[config.mk]
export PLATFORM = sky130hd
export DESIGN_NAME = truth_table_sequencer_flat
export DESIGN_NICKNAME = d
export VERILOG_FILES = /design/src/rtl/tts_pkg.sv /design/src/rtl/truth_table_sequencer_if.sv /design/src/rtl/settle_timer.sv /design/src/rtl/truth_table_sequencer.sv /design/src/flat_wrapper.sv
export SDC_FILE = /design/constraint.sdc
export NUM_CORES = 1
export LEC_CHECK = 0
export CORE_MARGIN = 10
export CORE_UTILIZATION = 25
export CTS_CLUSTER_DIAMETER = 200
export CTS_CLUSTER_SIZE = 14
export DETAILED_ROUTE_END_ITERATION = 8
export SLEW_MARGIN = 5
export SYNTH_ARGS = -nofsm -noshare
export SYNTH_HDL_FRONTEND = slang
export SYNTH_HIERARCHICAL = 1
export SYNTH_SLANG_ARGS = --single-unit
[constraint.sdc]
create_clock -name clk -period 2.7 [get_ports clk]
set_clock_uncertainty 0.05 [all_clocks]
set_input_delay 0.81 -clock clk [delete_from_list [all_inputs] [get_ports clk]]
set_output_delay 0.81 -clock clk [all_outputs]
set_load 0.05 [all_outputs]
[src/rtl/tts_pkg.sv]
// Shared definitions for the truth-table sequencer: state encoding and
// reference truth tables for two-input gates.
package tts_pkg;

  localparam logic [1:0] ST_IDLE_ENC   = 2'd0;
  localparam logic [1:0] ST_SETTLE_ENC = 2'd1;
  localparam logic [1:0] ST_SAMPLE_ENC = 2'd2;
  localparam logic [1:0] ST_FINISH_ENC = 2'd3;

  typedef enum logic [1:0] {
    ST_IDLE   = ST_IDLE_ENC,
    ST_SETTLE = ST_SETTLE_ENC,
    ST_SAMPLE = ST_SAMPLE_ENC,
    ST_FINISH = ST_FINISH_ENC
  } state_t;

  // Bit i is the gate output for input vector i (bit0 = a, bit1 = b).
  localparam logic [3:0] TT_AND  = 4'b1000;
  localparam logic [3:0] TT_OR   = 4'b1110;
  localparam logic [3:0] TT_XOR  = 4'b0110;
  localparam logic [3:0] TT_NAND = 4'b0111;

  function automatic int tt_width(input int n_inputs);
    return 1 << n_inputs;
  endfunction

endpackage

[src/rtl/truth_table_sequencer_if.sv]
// Control/result bundle between a truth-table sequencer (slave) and the
// bench or self-test controller driving it (master).
interface truth_table_sequencer_if #(
  parameter int N_INPUTS = 2
);
  localparam int TT_W = 1 << N_INPUTS;

  logic                start;
  logic                abort;
  logic                dut_y;
  logic [N_INPUTS-1:0] vec_out;
  logic                busy;
  logic                done;
  logic                result_valid;
  logic                pass;
  logic [N_INPUTS:0]   err_count;
  logic [N_INPUTS-1:0] first_fail;
  logic [TT_W-1:0]     captured;

  modport master (
    output start, abort, dut_y,
    input  vec_out, busy, done, result_valid, pass, err_count, first_fail, captured
  );

  modport slave (
    input  start, abort, dut_y,
    output vec_out, busy, done, result_valid, pass, err_count, first_fail, captured
  );

endinterface

[src/rtl/settle_timer.sv]
// Loadable down-counter; zero_o flags that the current vector has been held
// long enough to be sampled.
module settle_timer #(
  parameter int W = 1
) (
  input  logic         clk,
  input  logic         rst_n,
  input  logic         load_i,
  input  logic [W-1:0] load_val_i,
  input  logic         dec_i,
  output logic         zero_o
);

  logic [W-1:0] cnt_q;

  always_ff @(posedge clk or negedge rst_n) begin
    if (!rst_n) begin
      cnt_q <= '0;
    end else if (load_i) begin
      cnt_q <= load_val_i;
    end else if (dec_i) begin
      cnt_q <= cnt_q - 1'b1;
    end
  end

  assign zero_o = (cnt_q == '0);

endmodule

[src/rtl/truth_table_sequencer.sv]
// Walks every input vector onto a combinational gate, samples its output after
// a settle time and scores the captured truth table against EXPECTED.
module truth_table_sequencer
  import tts_pkg::*;
#(
  parameter int                         N_INPUTS      = 2,
  parameter logic [(1<<N_INPUTS)-1:0]   EXPECTED      = TT_AND,
  parameter int                         SETTLE_CYCLES = 1
) (
  input  logic                     clk,
  input  logic                     rst_n,
  truth_table_sequencer_if.slave   bus
);

  localparam int                  TT_W    = tt_width(N_INPUTS);
  localparam int                  CNT_W   = $clog2(SETTLE_CYCLES) + 1;
  localparam logic [CNT_W-1:0]    RELOAD  = CNT_W'(SETTLE_CYCLES - 1);
  localparam logic [N_INPUTS-1:0] VEC_MAX = '1;

  state_t              state_q;
  logic [N_INPUTS-1:0] vec_q;
  logic [N_INPUTS-1:0] first_fail_q;
  logic [N_INPUTS:0]   err_q;
  logic [N_INPUTS:0]   err_d;
  logic [TT_W-1:0]     cap_q;
  logic                busy_q;
  logic                done_q;
  logic                rv_q;
  logic                pass_q;
  logic                mismatch;
  logic                tmr_load;
  logic                tmr_dec;
  logic                tmr_zero;

  assign mismatch = (bus.dut_y != EXPECTED[vec_q]);
  assign err_d    = err_q + {{N_INPUTS{1'b0}}, mismatch};

  // Reload on every SAMPLE; harmless on the last vector since IDLE reloads on start.
  assign tmr_load = ((state_q == ST_IDLE) && bus.start) || (state_q == ST_SAMPLE);
  assign tmr_dec  = (state_q == ST_SETTLE) && !tmr_zero;

  settle_timer #(
    .W (CNT_W)
  ) u_settle_timer (
    .clk        (clk),
    .rst_n      (rst_n),
    .load_i     (tmr_load),
    .load_val_i (RELOAD),
    .dec_i      (tmr_dec),
    .zero_o     (tmr_zero)
  );

  always_ff @(posedge clk or negedge rst_n) begin
    if (!rst_n) begin
      state_q      <= ST_IDLE;
      vec_q        <= '0;
      first_fail_q <= '0;
      err_q        <= '0;
      cap_q        <= '0;
      busy_q       <= 1'b0;
      done_q       <= 1'b0;
      rv_q         <= 1'b0;
      pass_q       <= 1'b0;
    end else begin
      done_q <= 1'b0;
      case (state_q)
        ST_IDLE: begin
          vec_q <= '0;
          if (bus.start) begin
            rv_q         <= 1'b0;
            pass_q       <= 1'b0;
            err_q        <= '0;
            first_fail_q <= '0;
            cap_q        <= '0;
            busy_q       <= 1'b1;
            state_q      <= ST_SETTLE;
          end
        end
        ST_SETTLE: begin
          if (bus.abort) begin
            state_q <= ST_IDLE;
            vec_q   <= '0;
            busy_q  <= 1'b0;
            rv_q    <= 1'b0;
          end else if (tmr_zero) begin
            state_q <= ST_SAMPLE;
          end
        end
        ST_SAMPLE: begin
          if (bus.abort) begin
            state_q <= ST_IDLE;
            vec_q   <= '0;
            busy_q  <= 1'b0;
            rv_q    <= 1'b0;
          end else begin
            cap_q[vec_q] <= bus.dut_y;
            err_q        <= err_d;
            if (mismatch && (err_q == '0)) begin
              first_fail_q <= vec_q;
            end
            // Results are published together with done so pass already sees the last vector.
            if (vec_q == VEC_MAX) begin
              state_q <= ST_FINISH;
              busy_q  <= 1'b0;
              done_q  <= 1'b1;
              rv_q    <= 1'b1;
              pass_q  <= (err_d == '0);
            end else begin
              vec_q   <= vec_q + 1'b1;
              state_q <= ST_SETTLE;
            end
          end
        end
        ST_FINISH: begin
          vec_q   <= '0;
          state_q <= ST_IDLE;
        end
        default: state_q <= ST_IDLE;
      endcase
    end
  end

  assign bus.vec_out      = vec_q;
  assign bus.busy         = busy_q;
  assign bus.done         = done_q;
  assign bus.result_valid = rv_q;
  assign bus.pass         = pass_q;
  assign bus.err_count    = err_q;
  assign bus.first_fail   = first_fail_q;
  assign bus.captured     = cap_q;

endmodule

[src/flat_wrapper.sv]
// flat-port wrapper written by rule: the top's interface ports become plain ports
module truth_table_sequencer_flat import tts_pkg::*;
#(
  parameter int                         N_INPUTS      = 2,
  parameter logic [(1<<N_INPUTS)-1:0]   EXPECTED      = TT_AND,
  parameter int                         SETTLE_CYCLES = 1
)
  (clk, rst_n, bus_start, bus_abort, bus_dut_y, bus_vec_out, bus_busy, bus_done, bus_result_valid, bus_pass, bus_err_count, bus_first_fail, bus_captured);
  truth_table_sequencer_if #(.N_INPUTS(N_INPUTS)) bus_i ();
  input  logic clk;
  input  logic rst_n;
  input wire logic [$bits(bus_i.start)-1:0] bus_start;
  input wire logic [$bits(bus_i.abort)-1:0] bus_abort;
  input wire logic [$bits(bus_i.dut_y)-1:0] bus_dut_y;
  output wire logic [$bits(bus_i.vec_out)-1:0] bus_vec_out;
  output wire logic [$bits(bus_i.busy)-1:0] bus_busy;
  output wire logic [$bits(bus_i.done)-1:0] bus_done;
  output wire logic [$bits(bus_i.result_valid)-1:0] bus_result_valid;
  output wire logic [$bits(bus_i.pass)-1:0] bus_pass;
  output wire logic [$bits(bus_i.err_count)-1:0] bus_err_count;
  output wire logic [$bits(bus_i.first_fail)-1:0] bus_first_fail;
  output wire logic [$bits(bus_i.captured)-1:0] bus_captured;
  assign bus_i.start = bus_start;
  assign bus_i.abort = bus_abort;
  assign bus_i.dut_y = bus_dut_y;
  assign bus_vec_out = bus_i.vec_out;
  assign bus_busy = bus_i.busy;
  assign bus_done = bus_i.done;
  assign bus_result_valid = bus_i.result_valid;
  assign bus_pass = bus_i.pass;
  assign bus_err_count = bus_i.err_count;
  assign bus_first_fail = bus_i.first_fail;
  assign bus_captured = bus_i.captured;
  truth_table_sequencer #(.N_INPUTS(N_INPUTS), .EXPECTED(EXPECTED), .SETTLE_CYCLES(SETTLE_CYCLES)) u_core (.clk(clk), .rst_n(rst_n), .bus(bus_i));
endmodule
### Word level (Yosys, flattened, before mapping)

Cells that the tools add are included.

| storage, ports and cells | value |
|---|---|
| register bits after elaboration | 18 |
| input bits | 5 |

| operators by class | value |
|---|---|
| $add $sub $neg | 3 |
| order comparisons | 2 |
| equal/unequal tests | 13 |
| multiplexer cells | 42 |
| reductions and logical operators | 18 |

Operator list:

| operator | number |
|---|---|
| 2-to-1 mux 2 bit | 11 |
| 2-to-1 mux 1 bit | 16 |
| AND reduction 4 bit | 3 |
| != test 2 bit, second input constant | 5 |
| != test 3 bit, second input constant | 3 |
| 2-to-1 mux 4 bit | 2 |
| case mux 2 bit (4 select lines) | 1 |
| case mux 4 bit (2 select lines) | 1 |
| equality test 2 bit, second input constant | 3 |
| logical NOT 3 bit | 2 |
| 2-to-1 mux 3 bit | 2 |
| case mux 1 bit (3 select lines) | 2 |
| case mux 2 bit (3 select lines) | 1 |
| case mux 3 bit (2 select lines) | 1 |
| bitwise mux 4 bit | 1 |
| logical AND 1 bit | 4 |
| case mux 2 bit (2 select lines) | 1 |
| AND reduction 2 bit | 2 |
| nonzero test 2 bit | 2 |
| adder 3 x 1 -> 3 bit | 1 |
| < comparator 2 x 3 -> 1 bit, second input constant | 1 |
| AND reduction 3 bit | 1 |
| nonzero test 3 bit | 1 |
| adder 2 x 1 -> 2 bit, second input constant | 1 |
| other kinds (10) | 10 |

### Longest topological paths before layout

| logic depth | value |
|---|---|
| depth after elaboration | 8 |
| mapped depth | 8 |
| mapped depth without buffers | 7 |

### By module

The synthesis kept the hierarchy.

Modules (own cells, without submodules):

| module | instances | cells each | area each (um^2) | seq. area each (um^2) |
|---|---|---|---|---|
| truth_table_sequencer | 1 | 119 | 1158.6 | 425.4 |
| settle_timer | 1 | 5 | 46.3 | 25.0 |

### Least setup slack after synthesis

OpenSTA, ideal clock, no wires.

| path | value |
|---|---|
| kind | register to register |
| start point | register u_core.vec_q[0], in the netlist u_core/bus.vec_out[0] |
| end point | register u_core.pass_q, in the netlist u_core/bus.pass |
| data arrival time | 2.143 ns |
| data required time | 2.572 ns |
| setup slack | 0.429 ns |
| cell stages (with the launch flop) | 8 |
| buffers on the path | 0 |
| path through | dfrtp_1 ha_1 ha_1 ha_1 ha_1 xor2_1 or3_1 a21oi_1 |

| between the ends | value |
|---|---|
| cells in the longest elaborated chain, start to end | 8 |
| elaborated cells between the ends (all ways) | 11 |

Ends and longest elaborated chain:

| item | line | text |
|---|---|---|
| start, declared | truth_table_sequencer.sv:21 | `logic [N_INPUTS-1:0] vec_q;` |
| start signal, assigned | truth_table_sequencer.sv:109 | `vec_q <= vec_q + 1'b1;` |
| binary-select mux 1 bit (select 2 bit) | truth_table_sequencer.sv:35 | `assign mismatch = (bus.dut_y != EXPECTED[vec_q]);` |
| 2-to-1 mux 1 bit (not written as such) | truth_table_sequencer.sv:35 |  |
| != test 1 bit | truth_table_sequencer.sv:35 |  |
| adder 3 x 1 -> 3 bit | truth_table_sequencer.sv:36 | `assign err_d = err_q + {{N_INPUTS{1'b0}}, mismatch};` |
| logical NOT 3 bit | truth_table_sequencer.sv:107 | `pass_q <= (err_d == '0);` |
| 2-to-1 mux 1 bit | truth_table_sequencer.sv:102 | `if (vec_q == VEC_MAX) begin` |
| 2-to-1 mux 1 bit | truth_table_sequencer.sv:90 | `if (bus.abort) begin` |
| case mux 1 bit (2 select lines) | truth_table_sequencer.sv:66 | `case (state_q)` |
| end signal, assigned | truth_table_sequencer.sv:107 |  |
| end, declared | truth_table_sequencer.sv:29 | `logic pass_q;` |

Several ways; a longest one is shown, not always the timed one. The select of a mux whose other input is x is not followed.
A chain may end at the register's enable or synchronous reset.

### Final worst setup path

| path | value |
|---|---|
| start point | register u_core.vec_q[0], in the netlist u_core/bus.vec_out[0] |
| end point | output port bus_vec_out[0] |

RTL lines:

| item | line | text |
|---|---|---|
| end, declared | flat_wrapper.sv:15 | `output wire logic [$bits(bus_i.vec_out)-1:0] bus_vec_out;` |

No word-level cell between the ends.

==> impl_metrics.csv <==
group,metric,value,unit
status,outcome,"finished clean",
grt,grt_pass1_wl,4526,um
timing,worst_hold_slack,0.4862,ns
floorplan,fp.dieH,89.43,um
synth,ys.flop_type,"dfrtp_1",
power_and_ir_drop,power_frac_comb,0.517,
placement,numPortBuffers,19,
setup_path,cp_data_required_time,1.84,ns
route,via_per_inst,4.816,
cts,cts_tree,"built",
placement,gp_congestion,0.7826,
placement,dp_hpwl,2005,um
setup_path,critPathBufInv,1,
cts,cts_setup_buffers,0,
power_and_ir_drop,powerDensity,772.7,nW/um2
route,vias,944,
route,drtIter0Drc,60,
timing,report.final.slew_viol_count,0,
floorplan,ios,20,
setup_path,start_kind,"flip-flop",
cts,clk_pin_slew_worst_paths,0.07,ns
timing,grt_setup_unrepaired,"no",
grt,antenna_found_initial,0,
floorplan,initial_core_util,0.2568,
synth,async_flop_share,1.000,
synth,synth_edf_count,0,
placement,pre_cts_ws,0.02579,ns
cts,htree_levels,1,
synth,avgSynthCellArea,9.717,um2
final_layout,nNetsFinal,160,
timing,post-route-period-util,0.9179,
setup_path,worstPathCellList,"clkdlybuf4s50_1",
grt,grt_max_degree,19,
setup_path,end_kind,"output port",
cts,clkSinkCount,18,
power_and_ir_drop,total_power,1.144,mW
synth,synth_nets,140,
timing,finalHoldViolCount,0,
grt,grt_overflow,0,
power_and_ir_drop,switching_share,0.4271,
cts,cts_resized,0,
timing,fmax,403.5,MHz
power_and_ir_drop,p_leak,0.6478,nW
power_and_ir_drop,netSwitchingPower,0.4885,mW
final_layout,diodes,0,
final_layout,drive_above_1_share,0.07042,
route,wirelength,2717,um
synth,synthCells,124,
cts,clk_latency,0.25,ns
cts,numCtsBuffers,3,
placement,dp_cells,193,
synth,yosys_warnings,6,
timing,worst_slew_pin_slew,0.5107,ns
timing,slew_headroom,0.6584,
power_and_ir_drop,p_seq_frac,0.319,
floorplan,num_rows,25,
route,dr.pass1.iters,5,
synth,synth_seq_cells,18,
setup_path,cpPeakStageDelay,0.87,ns
final_layout,finalNonFillerCells,196,
timing,setup_ws,0.2215,ns
setup_path,path_delay_family,"buffers and inverters",
setup_path,r2r_slack,0.33,ns
cts,clock_path_buffers,2,
final_layout,nFillCells,489,
setup_path,cp_slowest_cell,"clkdlybuf4s50_1",
route,routedWlPerCell,13.86,um
setup_path,crit_fanout,8,
setup_path,crit_type,"reg -> out",
final_layout,area_growth,22.85,%
grt,grt_usage,0.07207,
cts,ctsHoldBuffers,0,
timing,final.min_clock_period,2.478,ns
grt,grt_pass1_vias,871,
power_and_ir_drop,p_int,0.6553,mW
synth,synth.distinct_cells,34,
hold_path,hold_path.class,"reg -> reg",
timing,setup_violations,0,
route,antenna_left,0,
floorplan,core_area,4692,um2
timing,fin_setup_tns,0,ns
floorplan,dieArea,7997,um2
power_and_ir_drop,vdd_drop_max,0.1960,mV
cts,cts_root_buf,"clkbuf_8",
route,route.detailed.drc,0,
power_and_ir_drop,power_frac_clock,0.164,
synth,synth_seq_area_share,0.3738,
floorplan,die-width,89.43,um
setup_path,worstPathArrival,1.62,ns
synth,syn_area,1205,um2
job,max_cap_viol_count,0,
-- stage by stage --
step	cell area (um2)	util
after detailed placement	1439	0.3067
after global placement	1439	0.3067
after CTS	1480	0.3155
final	1480	0.3155
after floorplan	1205	-
after global routing	1480	0.3155
-- layout by cell type, fill, tap and decap left out, drive strengths merged, types with 4 or more instances in the layout --
| master | instances |
|---|---|
| nor2 | 7 |
| o21ai | 8 |
| a31o | 4 |
| dfrtp | 18 |
| clkdlybuf4s50 | 19 |
| nor2b | 8 |
| ha | 11 |
| a22o | 8 |
| a21boi | 4 |
| a22oi | 4 |
| inv | 9 |
| a21oi | 8 |
| nand2 | 6 |
-- routing by layer --
metal / GRT usage / vias to the layer above / wire length [um]
li1: - / 474 / -
met1: 0.09345 / 442 / 1321
met2: 0.1043 / 26 / 1146
met3: 0.02917 / 2 / 224
met4: 0.02601 / 0 / 25
met5: 0 / - / 0
-- cells in the mapped netlist, drive strengths merged (2+ instances only) --
master  count  share of area
dfrtp      18           0.37
ha         11           0.11
inv         9          0.028
a21oi       8          0.033
a22o        8          0.058
nor2b       8          0.044
o21ai       8          0.036
buf         7          0.038
nor2        7          0.022
nand2       6          0.019
a21boi      4          0.025
a22oi       4          0.025
a31o        4          0.029
nor3        3          0.012
a21o        2          0.012
a221oi      2          0.015
mux2i       2          0.027
nand2b      2          0.010
o21bai      2          0.012
-- cells by family after synthesis --
kind of cell,share of synthesized area
other,0.003112
XOR/XNOR,0.01454
AO/OA/AOI/OAI,0.2700
multiplexers,0.02700
adder cells (fa/ha/maj),0.1142
AND/OR/NAND/NOR,0.1308
buffers and inverters,0.06645
flip-flops,0.3738
-- power by group through the flow --
stage / Clock (mW) / Combinational [mW] / Sequential (mW)
2_1_floorplan: 0 / 0.396 / 0.447
3_3_place_gp: 0 / 0.594 / 0.371
3_5_place_dp: 0 / 0.591 / 0.371
4_1_cts: 0.199 / 0.597 / 0.366
5_1_grt: 0.209 / 0.660 / 0.377
6_report: 0.188 / 0.591 / 0.365
-- area by class of cell --
class	count	area [um2]	share of cell area
clock buffers	3	41.29	0.02790
inverters	9	33.78	0.02282
well taps	54	67.56	0.04565
flip-flops and latches	18	450.4	0.3043
multi-input cells	90	674.4	0.4556
repair buffers	22	212.7	0.1437
-- worst paths after layout --
path / start / to / cells after the start
min reg2reg: u_core/bus.result_valid$_DFFE_PN0P_ / u_core/bus.result_valid$_DFFE_PN0P_ / 2
max reg2reg: u_core/bus.vec_out[0]$_DFFE_PN0P_ / u_core/bus.pass$_DFFE_PN0P_ / 7
max in group asynchronous: rst_n / u_core/bus.vec_out[1]$_DFFE_PN0P_ / 2
min in group asynchronous: rst_n / u_core/bus.err_count[2]$_DFFE_PN0P_ / 2
max: u_core/bus.vec_out[0]$_DFFE_PN0P_ / bus_vec_out[0] / 1
min: u_core/bus.result_valid$_DFFE_PN0P_ / u_core/bus.result_valid$_DFFE_PN0P_ / 2
-- state kept, by name (all words and copies together), names as in the netlist --
| name | flops |
|---|---|
| u_core/state_q | 2 |
| u_core/bus.busy | 1 |
| u_core/bus.done | 1 |
| u_core/bus.vec_out | 2 |
| u_core/bus.result_valid | 1 |
| u_core/bus.err_count | 3 |
| u_core/bus.pass | 1 |
| u_core/u_settle_timer/cnt_q | 1 |
| u_core/bus.captured | 4 |
| u_core/bus.first_fail | 2 |
Power figures use the tool's default switching activity.
